### config.mk
export PLATFORM = sky130hd
export DESIGN_NAME = midi_uart_fifo_flat
export DESIGN_NICKNAME = d
export VERILOG_FILES = /design/src/rtl/midi_uart_fifo_if.sv /design/src/rtl/midi_uart_fifo.sv /design/src/flat_wrapper.sv
export SDC_FILE = /design/constraint.sdc
export NUM_CORES = 1
export LEC_CHECK = 0
export BUFFER_PORTS_ARGS = -buffer_cell sky130_fd_sc_hd__buf_2
export CORE_MARGIN = 8
export CORE_UTILIZATION = 55
export CTS_CLUSTER_SIZE = 8
export DETAILED_ROUTE_END_ITERATION = 10
export PLACE_DENSITY = 0.7
export SLEW_MARGIN = 30
export SYNTH_ARGS = -nofsm -noshare
export SYNTH_HDL_FRONTEND = slang
export SYNTH_SLANG_ARGS = --single-unit
### constraint.sdc
create_clock -name CLOCK_25 -period 5.95 [get_ports CLOCK_25]
set_input_delay 1.19 -clock CLOCK_25 [delete_from_list [all_inputs] [get_ports CLOCK_25]]
set_output_delay 1.19 -clock CLOCK_25 [all_outputs]
set_load 0.05 [all_outputs]
### src/rtl/midi_uart_fifo_if.sv
// Host-side bundle of the MIDI UART: RX stream with status tag, realtime
// output, sticky error flags and the TX push port.
interface midi_uart_fifo_if;
  logic [7:0] rx_data;
  logic       rx_valid;
  logic       rx_ready;
  logic [7:0] rx_status;
  logic [7:0] rx_byte_nr;
  logic       rt_valid;
  logic [7:0] rt_data;
  logic       rx_framing_err;
  logic       rx_overflow;
  logic       err_clr;
  logic [7:0] tx_data;
  logic       tx_valid;
  logic       tx_ready;
  logic       tx_busy;

  modport slave (
    output rx_data, rx_valid, rx_status, rx_byte_nr, rt_valid, rt_data,
           rx_framing_err, rx_overflow, tx_ready, tx_busy,
    input  rx_ready, err_clr, tx_data, tx_valid
  );

  modport master (
    input  rx_data, rx_valid, rx_status, rx_byte_nr, rt_valid, rt_data,
           rx_framing_err, rx_overflow, tx_ready, tx_busy,
    output rx_ready, err_clr, tx_data, tx_valid
  );
endinterface

### src/rtl/midi_uart_fifo.sv
// FIFO-buffered MIDI UART: oversampled majority-vote RX with running-status tagging,
// queued TX. Define MIDI_TX_RUNNING_STATUS_EN to drop repeated TX status bytes.
module midi_uart_fifo #(
  parameter int CLK_HZ     = 25000000,
  parameter int BAUD       = 31250,
  parameter int OVERSAMPLE = 16,
  parameter int RX_DEPTH   = 16,
  parameter int TX_DEPTH   = 16
) (
  input  logic CLOCK_25,
  input  logic iRST_N,
  input  logic midi_rxd,
  output logic midi_txd,
  midi_uart_fifo_if.slave bus
);
  localparam int DIV   = CLK_HZ / (BAUD * OVERSAMPLE);
  localparam int DIV_W = (DIV > 1) ? $clog2(DIV) : 1;
  localparam int OS_W  = $clog2(OVERSAMPLE);
  localparam int RX_AW = $clog2(RX_DEPTH);
  localparam int TX_AW = $clog2(TX_DEPTH);
  localparam logic [DIV_W-1:0] DIV_LAST = DIV_W'(DIV - 1);
  localparam logic [OS_W-1:0]  OS_LAST  = OS_W'(OVERSAMPLE - 1);
  localparam logic [OS_W-1:0]  OS_PRE   = OS_W'(OVERSAMPLE / 2 - 1);
  localparam logic [OS_W-1:0]  OS_MID   = OS_W'(OVERSAMPLE / 2);
  localparam logic [OS_W-1:0]  OS_POST  = OS_W'(OVERSAMPLE / 2 + 1);

  typedef enum logic [2:0] {RX_IDLE, RX_START, RX_DATA, RX_STOP, RX_BREAK} rx_state_t;
  typedef enum logic [2:0] {TX_IDLE, TX_LOAD, TX_SYNC, TX_START, TX_DATA, TX_STOP} tx_state_t;

  rx_state_t        rx_state, rx_state_nx;
  logic             rxd_m, rxd_s, rxd_d;
  logic [DIV_W-1:0] rx_div;
  logic [OS_W-1:0]  rx_os;
  logic [2:0]       rx_bit;
  logic [1:0]       rx_smp;
  logic [7:0]       rx_shift, run_status, run_nr, status_nx, nr_nx, rt_data_r;
  logic             rx_tick, rx_deliver, rx_ferr, is_rt, rt_valid_r, ferr_r, ovf_r, maj;

  always_ff @(posedge CLOCK_25 or negedge iRST_N)
    if (!iRST_N) {rxd_d, rxd_s, rxd_m} <= 3'b111;
    else         {rxd_d, rxd_s, rxd_m} <= {rxd_s, rxd_m, midi_rxd};

  // Tick index in rx_os is the one the next tick carries; the start edge counts as tick 0.
  assign rx_tick = (rx_div == '0) && (rx_state != RX_IDLE);
  assign maj     = (rx_smp[0] & rx_smp[1]) | (rx_smp[0] & rxd_s) | (rx_smp[1] & rxd_s);

  always_ff @(posedge CLOCK_25 or negedge iRST_N)
    if (!iRST_N) rx_state <= RX_IDLE;
    else         rx_state <= rx_state_nx;

  always_comb begin
    rx_state_nx = rx_state;
    rx_deliver  = 1'b0;
    rx_ferr     = 1'b0;
    case (rx_state)
      RX_IDLE:  if (rxd_d && !rxd_s) rx_state_nx = RX_START;
      RX_START: if (rx_tick) begin
                  if (rx_os == OS_MID && rxd_s) rx_state_nx = RX_IDLE;
                  else if (rx_os == OS_LAST)    rx_state_nx = RX_DATA;
                end
      RX_DATA:  if (rx_tick && rx_os == OS_POST && rx_bit == 3'd7) rx_state_nx = RX_STOP;
      RX_STOP:  if (rx_tick && rx_os == OS_MID) begin
                  if (rxd_s) begin rx_state_nx = RX_IDLE;  rx_deliver = 1'b1; end
                  else       begin rx_state_nx = RX_BREAK; rx_ferr    = 1'b1; end
                end
      RX_BREAK: if (rxd_s) rx_state_nx = RX_IDLE;
      default:  rx_state_nx = RX_IDLE;
    endcase
  end

  always_ff @(posedge CLOCK_25 or negedge iRST_N)
    if (!iRST_N) begin
      rx_div <= DIV_LAST; rx_os <= OS_W'(1); rx_bit <= '0; rx_smp <= '0; rx_shift <= '0;
    end else if (rx_state == RX_IDLE) begin
      rx_div <= DIV_LAST; rx_os <= OS_W'(1); rx_bit <= '0;
    end else if (rx_tick) begin
      rx_div <= DIV_LAST;
      rx_os  <= (rx_os == OS_LAST) ? '0 : rx_os + 1'b1;
      if (rx_state == RX_DATA) begin
        if (rx_os == OS_PRE) rx_smp[0] <= rxd_s;
        if (rx_os == OS_MID) rx_smp[1] <= rxd_s;
        if (rx_os == OS_POST) begin
          rx_shift <= {maj, rx_shift[7:1]};
          rx_bit   <= rx_bit + 1'b1;
        end
      end
    end else begin
      rx_div <= rx_div - 1'b1;
    end

  assign is_rt = (rx_shift[7:3] == 5'b11111);
  always_comb begin
    status_nx = run_status;
    nr_nx     = (run_nr == 8'hFF) ? 8'hFF : run_nr + 8'd1;
    if (rx_shift[7]) begin
      nr_nx = 8'd0;
      if (rx_shift != 8'hF7) status_nx = rx_shift;
    end
  end

  always_ff @(posedge CLOCK_25 or negedge iRST_N)
    if (!iRST_N) begin
      run_status <= '0; run_nr <= '0; rt_data_r <= '0; rt_valid_r <= 1'b0;
    end else begin
      rt_valid_r <= rx_deliver & is_rt;
      if (rx_deliver & is_rt) rt_data_r <= rx_shift;
      if (rx_deliver & !is_rt) begin
        run_status <= status_nx;
        run_nr     <= nr_nx;
      end
    end

  logic [23:0]    rx_mem [RX_DEPTH];
  logic [RX_AW:0] rx_wp, rx_rp, rx_cnt;
  logic           rx_empty, rx_full, rx_pop, rx_wr_req, rx_wr;

  assign rx_cnt    = rx_wp - rx_rp;
  assign rx_empty  = (rx_cnt == '0);
  assign rx_full   = (rx_cnt == (RX_AW + 1)'(RX_DEPTH));
  assign rx_pop    = !rx_empty && bus.rx_ready;
  assign rx_wr_req = rx_deliver && !is_rt;
  // A simultaneous pop frees the slot being written, so a full FIFO still accepts.
  assign rx_wr     = rx_wr_req && (!rx_full || rx_pop);

  always_ff @(posedge CLOCK_25)
    if (rx_wr) rx_mem[rx_wp[RX_AW-1:0]] <= {rx_shift, status_nx, nr_nx};

  always_ff @(posedge CLOCK_25 or negedge iRST_N)
    if (!iRST_N) begin
      rx_wp <= '0; rx_rp <= '0; ferr_r <= 1'b0; ovf_r <= 1'b0;
    end else begin
      if (rx_wr)  rx_wp <= rx_wp + 1'b1;
      if (rx_pop) rx_rp <= rx_rp + 1'b1;
      if (rx_ferr)          ferr_r <= 1'b1;
      else if (bus.err_clr) ferr_r <= 1'b0;
      if (rx_wr_req && !rx_wr) ovf_r <= 1'b1;
      else if (bus.err_clr)    ovf_r <= 1'b0;
    end

  assign bus.rx_valid = !rx_empty;
  assign {bus.rx_data, bus.rx_status, bus.rx_byte_nr} = rx_empty ? 24'd0 : rx_mem[rx_rp[RX_AW-1:0]];
  assign bus.rt_valid       = rt_valid_r;
  assign bus.rt_data        = rt_data_r;
  assign bus.rx_framing_err = ferr_r;
  assign bus.rx_overflow    = ovf_r;

  tx_state_t        tx_state, tx_state_nx;
  logic [DIV_W-1:0] tx_div;
  logic [OS_W-1:0]  tx_os;
  logic [2:0]       tx_bit;
  logic [7:0]       tx_mem [TX_DEPTH];
  logic [7:0]       tx_head, tx_shift, tx_next;
  logic [TX_AW:0]   tx_wp, tx_rp, tx_cnt;
  logic             tx_tick, tx_empty, tx_full, tx_push, tx_pop, tx_take, tx_drop, tx_have, bit_end;

  assign tx_tick  = (tx_div == '0);
  assign tx_cnt   = tx_wp - tx_rp;
  assign tx_empty = (tx_cnt == '0);
  assign tx_full  = (tx_cnt == (TX_AW + 1)'(TX_DEPTH));
  assign tx_push  = bus.tx_valid && !tx_full;
  assign tx_head  = tx_mem[tx_rp[TX_AW-1:0]];
  // The next byte is fetched during the stop bit so back-to-back frames have no gap.
  assign tx_pop   = !tx_empty && !tx_have && (tx_state == TX_LOAD || tx_state == TX_STOP);
  assign tx_take  = tx_pop && !tx_drop;
  assign bit_end  = tx_tick && (tx_os == OS_LAST);

`ifdef MIDI_TX_RUNNING_STATUS_EN
  logic [7:0] tx_last;
  assign tx_drop = tx_head[7] && (tx_head[7:4] != 4'hF) && (tx_head == tx_last);
  always_ff @(posedge CLOCK_25 or negedge iRST_N)
    if (!iRST_N) tx_last <= '0;
    else if (tx_take) begin
      if (tx_head[7] && tx_head[7:4] != 4'hF) tx_last <= tx_head;
      else if (tx_head[7:3] == 5'b11110)      tx_last <= '0;
    end
`else
  assign tx_drop = 1'b0;
`endif

  always_ff @(posedge CLOCK_25)
    if (tx_push) tx_mem[tx_wp[TX_AW-1:0]] <= bus.tx_data;

  always_ff @(posedge CLOCK_25 or negedge iRST_N)
    if (!iRST_N) tx_state <= TX_IDLE;
    else         tx_state <= tx_state_nx;

  always_comb begin
    tx_state_nx = tx_state;
    case (tx_state)
      TX_IDLE:  if (!tx_empty) tx_state_nx = TX_LOAD;
      TX_LOAD:  if (tx_take) tx_state_nx = TX_SYNC;
                else if (tx_empty) tx_state_nx = TX_IDLE;
      TX_SYNC:  if (tx_tick) tx_state_nx = TX_START;
      TX_START: if (bit_end) tx_state_nx = TX_DATA;
      TX_DATA:  if (bit_end && tx_bit == 3'd7) tx_state_nx = TX_STOP;
      TX_STOP:  if (bit_end) tx_state_nx = (tx_have || tx_take) ? TX_START : TX_IDLE;
      default:  tx_state_nx = TX_IDLE;
    endcase
  end

  always_ff @(posedge CLOCK_25 or negedge iRST_N)
    if (!iRST_N) begin
      tx_div <= DIV_LAST; tx_os <= '0; tx_bit <= '0; tx_shift <= '0; tx_next <= '0;
      tx_have <= 1'b0; tx_wp <= '0; tx_rp <= '0; midi_txd <= 1'b1;
    end else begin
      tx_div <= tx_tick ? DIV_LAST : tx_div - 1'b1;
      if (tx_push) tx_wp <= tx_wp + 1'b1;
      if (tx_pop)  tx_rp <= tx_rp + 1'b1;
      if (tx_state_nx == TX_START && tx_state != TX_START) begin
        tx_shift <= tx_have ? tx_next : tx_head;
        tx_have  <= 1'b0;
        tx_bit   <= '0;
      end else if (tx_take) begin
        tx_next <= tx_head;
        tx_have <= 1'b1;
      end
      if (tx_state == TX_START || tx_state == TX_DATA || tx_state == TX_STOP) begin
        if (tx_tick) tx_os <= (tx_os == OS_LAST) ? '0 : tx_os + 1'b1;
        if (bit_end && tx_state == TX_DATA) begin
          tx_shift <= {1'b1, tx_shift[7:1]};
          tx_bit   <= tx_bit + 1'b1;
        end
      end else begin
        tx_os <= '0;
      end
      case (tx_state)
        TX_START: midi_txd <= 1'b0;
        TX_DATA:  midi_txd <= tx_shift[0];
        default:  midi_txd <= 1'b1;
      endcase
    end

  assign bus.tx_ready = !tx_full;
  assign bus.tx_busy  = (tx_state != TX_IDLE) || !tx_empty;
endmodule

### src/flat_wrapper.sv
// flat-port wrapper written by rule: the top's interface ports become plain ports
module midi_uart_fifo_flat 
#(
  parameter int CLK_HZ     = 25000000,
  parameter int BAUD       = 31250,
  parameter int OVERSAMPLE = 16,
  parameter int RX_DEPTH   = 16,
  parameter int TX_DEPTH   = 16
)
  (CLOCK_25, iRST_N, midi_rxd, midi_txd, bus_rx_data, bus_rx_valid, bus_rx_status, bus_rx_byte_nr, bus_rt_valid, bus_rt_data, bus_rx_framing_err, bus_rx_overflow, bus_tx_ready, bus_tx_busy, bus_rx_ready, bus_err_clr, bus_tx_data, bus_tx_valid);
  midi_uart_fifo_if bus_i ();
  input  logic CLOCK_25;
  input  logic iRST_N;
  input  logic midi_rxd;
  output logic midi_txd;
  output wire logic [$bits(bus_i.rx_data)-1:0] bus_rx_data;
  output wire logic [$bits(bus_i.rx_valid)-1:0] bus_rx_valid;
  output wire logic [$bits(bus_i.rx_status)-1:0] bus_rx_status;
  output wire logic [$bits(bus_i.rx_byte_nr)-1:0] bus_rx_byte_nr;
  output wire logic [$bits(bus_i.rt_valid)-1:0] bus_rt_valid;
  output wire logic [$bits(bus_i.rt_data)-1:0] bus_rt_data;
  output wire logic [$bits(bus_i.rx_framing_err)-1:0] bus_rx_framing_err;
  output wire logic [$bits(bus_i.rx_overflow)-1:0] bus_rx_overflow;
  output wire logic [$bits(bus_i.tx_ready)-1:0] bus_tx_ready;
  output wire logic [$bits(bus_i.tx_busy)-1:0] bus_tx_busy;
  input wire logic [$bits(bus_i.rx_ready)-1:0] bus_rx_ready;
  input wire logic [$bits(bus_i.err_clr)-1:0] bus_err_clr;
  input wire logic [$bits(bus_i.tx_data)-1:0] bus_tx_data;
  input wire logic [$bits(bus_i.tx_valid)-1:0] bus_tx_valid;
  assign bus_rx_data = bus_i.rx_data;
  assign bus_rx_valid = bus_i.rx_valid;
  assign bus_rx_status = bus_i.rx_status;
  assign bus_rx_byte_nr = bus_i.rx_byte_nr;
  assign bus_rt_valid = bus_i.rt_valid;
  assign bus_rt_data = bus_i.rt_data;
  assign bus_rx_framing_err = bus_i.rx_framing_err;
  assign bus_rx_overflow = bus_i.rx_overflow;
  assign bus_tx_ready = bus_i.tx_ready;
  assign bus_tx_busy = bus_i.tx_busy;
  assign bus_i.rx_ready = bus_rx_ready;
  assign bus_i.err_clr = bus_err_clr;
  assign bus_i.tx_data = bus_tx_data;
  assign bus_i.tx_valid = bus_tx_valid;
  midi_uart_fifo #(.CLK_HZ(CLK_HZ), .BAUD(BAUD), .OVERSAMPLE(OVERSAMPLE), .RX_DEPTH(RX_DEPTH), .TX_DEPTH(TX_DEPTH)) u_core (.CLOCK_25(CLOCK_25), .iRST_N(iRST_N), .midi_rxd(midi_rxd), .midi_txd(midi_txd), .bus(bus_i));
endmodule
==> reports/results.md, run 1 <==
| Result | Reported | Unit |
| --- | --- | --- |
| Number of antenna violations at the first check in global routing | 0 | - |
| Placed cell areas | 26630 | sq um |
| Multi-input gate area in the final layout | 6904 | sq um |
| Post-synthesis cell count | 1379 | - |
| Total I/O pin count | 53 | - |
| Number of cells traversed by the worst register-to-register path | 9 | - |
| Reg-to-reg setup timing slack | 1.90 | ns |
| Hold Violations, Final | 0 | - |
| Number of synthesized flops with an enable pin | 512 | - |
| Initial cell density of the core | 55.80 | % |
| Wire length on met1 | 21820 | um |
| Setup Buffers After CTS | 0 | - |
| Sum of met3 wire segment lengths after detailed routing | 2719 | um |
| P_int | 8.803 | mW |
| Net switching share of the total power | 29.01 | % |
| Yosys Warn Count | 0 | - |
| Largest net degree at the start of global routing | 100 | - |
| Yosys reg bits | 622 | - |
| Final RePlAce weighted congestion | 0.7799 | - |
| Most numerous cell in the Yosys netlist | sky130_fd_sc_hd__edfxtp_1 | - |
| All-layer global routing usage | 19.81 | % |
| Post-detailed-route count of antenna-violating nets | 0 | - |
| Syn-to-layout area delta | 15.38 | % |
| Post-synth top area cell | sky130_fd_sc_hd__edfxtp_1 | - |
| Share of final-layout standard cells stronger than drive strength 1 | 26.50 | % |
| Post-route non-filler standard cell count | 2151 | - |
| Fraction of registers with async set or reset after synthesis | 17.68 | % |
| Worst-case clock skew | 0.02139 | ns |
| Average via count per standard cell | 6.002 | - |
| Netlist cell types | 72 | - |
| Min cycle time layout | 4.953 | ns |
| Worst slew pin tran | 0.9885 | ns |
| Endpoint, Worst Hold | u_core.rxd_s$_DFF_PN1_ | - |
| Leading cell types by total area after synthesis | sky130_fd_sc_hd__edfxtp_1 61%, sky130_fd_sc_hd__mux4_2 13%, sky130_fd_sc_hd__dfrtp_1 9.8% | - |
| First-pass GRT wire length | 80340 | um |
| Cell area power density | 424.4 | nW/um^2 |
| Fillcell total | 3096 | - |
| Number of core rows | 78 | - |
| Endpoint of the lowest-slack register-to-register path | u_core.rx_mem[5][12]$_DFFE_PP_ | - |
| Relative contribution of the clock network to total power | 36.4 | % |
| Hold-fix buffers at CTS | 0 | - |
| Count of antenna diodes in the layout | 0 | - |
| Master cell of the clock root buffer | sky130_fd_sc_hd__clkbuf_16 | - |
| CTS tree | done | - |
| Dominant synthesized flop cell | sky130_fd_sc_hd__edfxtp_1 | - |
| Top cell type's share of synthesized area | 60.71 | % |
| Vertical die dimension | 230.6 | um |
| LEAKAGE | 11.11 | nW |
| Cell depth of the worst min-delay path | 0 | - |
| Core Area | 45380 | sq um |
| Remaining routing DRC violations | 0 | - |
| Post-synth net total | 1422 | - |
| Post-detailed-route wirelength per cell | 24.27 | um |
| Post-Place Cells | 2002 | - |
| Cell area after synthesis | 25320 | sq um |
| Max Freq | 0.2019 | GHz |
| Power spent charging and discharging nets | 3.598 | mW |
| Count of pins over their slew limit | 0 | - |
| HP Class | register to register | - |
| Worst Path Class, Setup | register to output port | - |
| Unrepaired setup endpoints after global routing | false | - |
| Power share of the sequential group | 41.3 | % |
| Max-cap check violation count | 0 | - |
| Setup_tns | 0 | ns |
| Maximum clock path buffer count | 3 | - |
| Highest metal layer used by the detailed router | met4 | - |
| Combinational share of power | 22.3 | % |
| Crit path capture type | output port | - |
| Vias in the first global route | 13.80k | - |
| # clock sinks | 622 | - |
| Storage element area | 18150 | sq um |
| Max rail drop VDD | 0.0003482 | V |
| PostCTS Resize Cnt | 0 | - |
| Tightest slew margin relative to the limit | 33.94 | % |
| Worst hold path startpoint | u_core.rxd_m$_DFF_PN1_ | - |
| Data arrival, critical path | 3.76 | ns |
| Final count of negative-setup-slack endpoints | 0 | - |
| Clock Pin Slew Worst Setup and Hold Paths | 0.05 | ns |
| Overflow left after global routing | 0 | - |
| Total number of vias | 12.91k | - |
| Required arrival time at the worst endpoint | 4.76 | ns |
| Final design instance area without fill | 29220 | sq um |
| Initial drt markers | 1008 | - |
| Total power after layout | 12.40 | mW |
| Inserted Clock Buffers | 87 | - |
| Run status | finished clean | - |
| Sum of met2 wire segment lengths after detailed routing | 26210 | um |
| Type of element launching the critical path | register | - |
| Insertion delay to the later sink of the worst-skew pair | 0.62 | ns |
| Leading cell types by count after synthesis | 512 x sky130_fd_sc_hd__edfxtp_1, 146 x sky130_fd_sc_hd__mux4_2, 99 x sky130_fd_sc_hd__dfrtp_1, 70 x sky130_fd_sc_hd__nand2_1, 67 x sky130_fd_sc_hd__nor2_1 | - |
| DIE WIDTH | 230.6 | um |
| Portion of the post-synthesis area used by sequential elements | 71.64 | % |
| Half-perimeter wire length of the detailed placement result | 29820 | um |
| First-pass iteration count of the detailed router | 5 | - |
| Die area | 53160 | sq um |
| Final Cycle Share | 83.24 | % |
| Count of port buffers added during placement | 52 | - |
| FF-to-FF Start | u_core.rx_rp[2]$_DFFE_PN0P_ | - |
| Avg Synthesized Cell Area | 18.36 | sq um |
| Nets@finish | 1537 | - |
| Final Routed Wirelength | 52200 | um |
| CP Max Fanout | 54 | - |
| Total number of H-tree levels | 3 | - |
worst max-delay path, cell delays in order (launching register included):
cell,delay [ns]
sky130_fd_sc_hd__dfrtp_4,0.40
sky130_fd_sc_hd__buf_4,0.53
sky130_fd_sc_hd__buf_4,0.77
sky130_fd_sc_hd__mux4_2,0.44
sky130_fd_sc_hd__mux4_2,0.53
sky130_fd_sc_hd__nor2b_1,0.15
sky130_fd_sc_hd__buf_2,0.24
worst max path at each step:
stage | from | endpoint | slack (ns) | cells after the start
6_report | u_core.rx_rp[1]$_DFFE_PN0P_ | bus_rx_data[0] | 1.0 | 6
5_1_grt | u_core.rx_rp[2]$_DFFE_PN0P_ | bus_rx_data[0] | 0.82 | 8
4_1_cts | u_core.rx_rp[2]$_DFFE_PN0P_ | bus_rx_status[1] | 0.96 | 8
3_5_place_dp | u_core.rx_rp[2]$_DFFE_PN0P_ | bus_rx_status[1] | 1.61 | 8
3_3_place_gp | u_core.rx_rp[1]$_DFFE_PN0P_ | bus_rx_data[4] | 1.63 | 6
2_1_floorplan | u_core.rx_rp[1]$_DFFE_PN0P_ | u_core.rx_mem[3][0]$_DFFE_PP_ | 1.12 | 13
power by group through the flow:
stage,Clock [mW],Combinational (mW),Sequential (mW)
after floorplan,0,2.21,5.11
after global placement,0,2.76,5.19
after detailed placement,0,2.80,5.20
after CTS,4.59,2.80,5.12
after global routing,4.77,3.00,5.15
final,4.51,2.76,5.13
sequential cells by signal, indices dropped and copies added (netlist names), 4 cells and up:
signal	flops
u_core.rx_div	6
u_core.tx_next	8
u_core.run_nr	8
u_core.tx_wp	5
u_core.tx_os	4
u_core.run_status	8
u_core.rx_mem	384
u_core.bus.rt_data	8
u_core.rx_rp	5
u_core.tx_mem	128
u_core.rx_wp	5
u_core.rx_os	4
u_core.tx_shift	8
u_core.rx_shift	8
u_core.tx_rp	5
u_core.tx_div	6
cell usage in the layout, fill, tap and decap left out, drive strengths merged, types with 16 or more instances in the layout:
cell type	instances
nor2b	30
a21oi	23
xnor2	26
nand2	71
nor2	68
clkbuf	139
o21ai	42
mux2i	26
dfrtp	99
nand2b	16
mux4	146
nor3	19
buf	85
nand3	17
inv	44
edfxtp	512
mux2	22
ha	29
metrics by stage:
step	worst slack, ns	util (%)	hold slack [ns]
5_1_grt	0.8193	64.38	0.3664
6_report	0.9970	64.38	0.3581
3_5_place_dp	1.613	58.68	0.3478
4_1_cts	0.9596	64.25	0.3610
2_1_floorplan	1.122	-	0.3452
3_3_place_gp	1.625	58.12	0.3464
cell families (layout without fill, tap and decap cells):
family / after synthesis / count (layout) / share of synthesized area (%)
AO/OA/AOI/OAI: 135 / 135 / 3.651
XOR/XNOR: 35 / 35 / 1.211
adder cells (fa/ha/maj): 30 / 30 / 1.472
buffers and inverters: 103 / 275 / 1.685
flip-flops: 622 / 622 / 71.64
multiplexers: 194 / 194 / 14.99
AND/OR/NAND/NOR: 260 / 260 / 5.351
layout make-up:
cell class | count | area share, %
clock buffers | 139 | 8.153
multi-input cells | 654 | 23.63
clock inverters | 7 | 0.4967
well taps | 600 | 2.569
repair buffers | 85 | 2.467
flip-flops and latches | 622 | 62.12
inverters | 44 | 0.5653
per-layer routing:
metal	up-vias	global-route usage (%)
li1	5689	-
met1	6713	26.43
met2	414	32.63
met3	95	3.765
met4	0	7.068
met5	-	0
Note: power is estimated with default switching activity, not from simulation.
==> inputs of run 2 (changes only) <==
--- a/config.mk
+++ b/config.mk
@@ -10,7 +10,7 @@
 export CORE_UTILIZATION = 55
 export CTS_CLUSTER_SIZE = 8
 export DETAILED_ROUTE_END_ITERATION = 10
-export PLACE_DENSITY = 0.7
+export PLACE_DENSITY = 0.73
 export SLEW_MARGIN = 30
 export SYNTH_ARGS = -nofsm -noshare
 export SYNTH_HDL_FRONTEND = slang
==> constraint.sdc (replaced) <==
create_clock -name CLOCK_25 -period 4.32 [get_ports CLOCK_25]
set_input_delay 0.864 -clock CLOCK_25 [delete_from_list [all_inputs] [get_ports CLOCK_25]]
set_output_delay 0.864 -clock CLOCK_25 [all_outputs]
set_load 0.05 [all_outputs]
==> run 2 against run 1 <==
Sequential share of layout area fell by 0.38 points. Clock power rose by 38%. Sequential cell count did not move. Register-to-register slack got worse by 0.97 ns. Utilization rose by 0.40 points. Sequential power rose by 38%. Clock skew rose by 0.0095 ns. Hold slack got worse by 0.094 ns. Routed wire length rose by 3.6%. Worst setup slack got worse by 0.79 ns. First-iteration DRC count rose by 12%. Critical path type unchanged.
==> reports/results.md, run 2 (synthesis gave the netlist of run 1 again) <==
| Result | Reported | Unit | Change |
| --- | --- | --- | --- |
| Run status | finished clean | - |  |
| Required arrival time at the worst endpoint | 3.46 | ns | -1.30 ns |
| Worst slew pin tran | 0.8556 | ns | -0.1330 ns |
| Share of final-layout standard cells stronger than drive strength 1 | 27.64 | % | +1.1 points |
| Sum of met3 wire segment lengths after detailed routing | 2947 | um | +8.4% |
| HP Class | input port to asynchronous set/reset pin | - |  |
| Total number of H-tree levels | 3 | - | unchanged |
| Max Freq | 0.2429 | GHz |  |
| Maximum clock path buffer count | 3 | - | unchanged |
| LEAKAGE | 11.22 | nW | +0.93% |
| Hold Violations, Final | 0 | - | unchanged |
| Number of flip-flops under the largest register name | 384 | - | unchanged |
| CP Max Fanout | 12 | - | -78% |
| Min cycle time layout | 4.116 | ns |  |
| Max rail drop VDD | 0.0006077 | V | +75% |
| Post-detailed-route count of antenna-violating nets | 0 | - | unchanged |
| Tightest slew margin relative to the limit | 42.52 | % | +8.6 points |
| Vias in the first global route | 13.49k | - | -2.3% |
| Hold-fix buffers at CTS | 0 | - | unchanged |
| Worst-case clock skew | 0.03090 | ns | +0.009508 ns |
| Largest net degree at the start of global routing | 100 | - | unchanged |
| Worst Path Class, Setup | register to output port | - |  |
| First-pass GRT wire length | 81930 | um | +2.0% |
| Number of cells traversed by the worst register-to-register path | 9 | - | unchanged |
| # clock sinks | 622 | - | unchanged |
| Final Cycle Share | 95.28 | % |  |
| CP max-delay cell | sky130_fd_sc_hd__dfrtp_1 | - |  |
| Syn-to-layout area delta | 16.09 | % |  |
| Overflow left after global routing | 0 | - | unchanged |
| Sum of met2 wire segment lengths after detailed routing | 28540 | um | +8.9% |
| Final RePlAce weighted congestion | 0.8006 | - | +2.7% |
| Total I/O pin count | 53 | - | unchanged |
| Remaining routing DRC violations | 0 | - | unchanged |
| Final count of negative-setup-slack endpoints | 0 | - | unchanged |
| DIE WIDTH | 230.6 | um | unchanged |
| Count of port buffers added during placement | 52 | - | unchanged |
| Number of core rows | 78 | - | unchanged |
| Number of buffers and inverters on the critical path | 2 | - | -1 |
| Inserted Clock Buffers | 87 | - | unchanged |
| Nets@finish | 1565 | - | +1.8% |
| Top delay family on crit path | simple AND/OR/NAND/NOR gates | - |  |
| First-pass iteration count of the detailed router | 5 | - | unchanged |
| Insertion delay to the later sink of the worst-skew pair | 0.63 | ns | about the same |
| Die area | 53160 | sq um | unchanged |
| Master cell of the clock root buffer | sky130_fd_sc_hd__clkbuf_16 | - |  |
| Initial cell density of the core | 55.80 | % | unchanged |
| Count of antenna diodes in the layout | 0 | - | unchanged |
| Half-perimeter wire length of the detailed placement result | 31290 | um | +4.9% |
| Post-detailed-route wirelength per cell | 24.79 | um | +2.2% |
| All-layer global routing usage | 20.39 | % | +0.58 points |
| Type of element launching the critical path | register | - |  |
| Vertical die dimension | 230.6 | um | unchanged |
| PostCTS Resize Cnt | 0 | - | unchanged |
| Unrepaired setup endpoints after global routing | false | - |  |
| Clock Pin Slew Worst Setup and Hold Paths | 0.05 | ns | about the same |
| Initial drt markers | 1124 | - | +12% |
| Highest metal layer used by the detailed router | met4 | - |  |
| Count of pins over their slew limit | 0 | - | unchanged |
| Top library cells by usage in the layout, fill and taps aside | 512 x sky130_fd_sc_hd__edfxtp_1, 146 x sky130_fd_sc_hd__mux4_2, 96 x sky130_fd_sc_hd__dfrtp_1 | - |  |
| Crit path capture type | output port | - |  |
| Ordered list of cells on the worst path | inv_1 > ha_1 > and3b_1 > or3_4 > a211oi_4 > o21ai_2 > nand3b_1 > buf_2 | - |  |
| Commonest non-fill, non-tap cell in the layout | sky130_fd_sc_hd__edfxtp_1 | - |  |
| Setup_tns | 0 | ns | unchanged |
| Cell area power density | 586.0 | nW/um^2 | +38% |
| Fin util | 64.78 | % | +0.40 points |
| Average via count per standard cell | 6.009 | - | +0.11% |
| Total number of vias | 13.11k | - | +1.5% |
| CTS tree | done | - |  |
| Max-cap check violation count | 0 | - | unchanged |
| Final Routed Wirelength | 54060 | um | +3.6% |
| Data arrival, critical path | 3.25 | ns | -0.51 ns |
| Core Area | 45380 | sq um | unchanged |
| Wire length on met1 | 21340 | um | -2.2% |
| Cell depth of the worst setup path | 8 | - | +2 |
| Number of antenna violations at the first check in global routing | 0 | - | unchanged |
| Critical path's largest stage delay | 0.58 | ns | -0.19 ns |
[run 2: cell type report]
cell class | instances | area, sq um
Timing Repair Buffer | 113 | 895.9
Multi-Input combinational cell | 654 | 6923
Sequential cell | 622 | 18150
Fill cell | 2989 | 15980
Clock inverter | 5 | 83.83
Clock buffer | 143 | 2430
Inverter | 44 | 165.2
Tap cell | 600 | 750.7
[run 2: metal layers]
| metal | vias to the layer above | track usage (%) |
|---|---|---|
| li1 | 5742 | - |
| met1 | 6863 | 25.93 |
| met2 | 411 | 35.40 |
| met3 | 90 | 3.458 |
| met4 | 0 | 6.989 |
| met5 | - | 0 |
[run 2: path summary, 6_finish.rpt]
path	start	end	slack, ns
max	u_core.tx_rp[2]$_DFFE_PN0P_	bus_tx_busy	0.20
min	iRST_N	u_core.tx_wp[0]$_DFFE_PN0P_	0.26
max reg2reg	u_core.tx_rp[2]$_DFFE_PN0P_	u_core.tx_mem[0][2]$_DFFE_PP_	0.93
min reg2reg	u_core.rxd_m$_DFF_PN1_	u_core.rxd_s$_DFF_PN1_	0.36
max in group asynchronous	iRST_N	u_core.tx_div[4]$_DFF_PN1_	3.12
min in group CLOCK_25	midi_rxd	u_core.rxd_m$_DFF_PN1_	0.35
[run 2: power by group]
part | leakage (nW) | total [mW] | internal (mW) | switching [mW]
Combinational | 3.17 | 3.92 | 1.64 | 2.29
Clock | 1.20 | 6.22 | 3.81 | 2.42
Sequential | 6.85 | 7.08 | 6.79 | 0.288
Total | 11.2 | 17.2 | 12.2 | 4.99
[run 2: worst register-to-register path, stage by stage (launching register included)]
cell	delay [ns]
sky130_fd_sc_hd__dfrtp_1	0.58
sky130_fd_sc_hd__inv_1	0.15
sky130_fd_sc_hd__ha_1	0.38
sky130_fd_sc_hd__and3b_1	0.22
sky130_fd_sc_hd__o21ai_0	0.34
sky130_fd_sc_hd__a211oi_4	0.14
sky130_fd_sc_hd__a21boi_1	0.52
sky130_fd_sc_hd__nand2_1	0.22
sky130_fd_sc_hd__nor3_1	0.31
sky130_fd_sc_hd__buf_4	0.22
[run 2: repair_timing]
item,CTS,global route
endpoints found under the hold margin,0,0
endpoints found under the setup margin,0,1
buffers inserted,0,3
[run 2: through the flow]
| step | cells | setup WS, ns | area (sq um) | power, mW | hold slack [ns] |
|---|---|---|---|---|---|
| after global routing | 2181 | 0.1069 | 29400 | 17.90 | 0.3092 |
| final | 2181 | 0.2038 | 29400 | 17.23 | 0.2645 |
| after CTS | 2178 | 0.03756 | 29340 | 17.39 | 0.2633 |
| after detailed placement | 2030 | 0.7142 | 26830 | 11.12 | 0.3569 |
| after global placement | 2030 | 0.8458 | 26820 | 11.04 | 0.3601 |
| after floorplan | 1379 | 0.1272 | 25340 | 10.09 | 0.3452 |
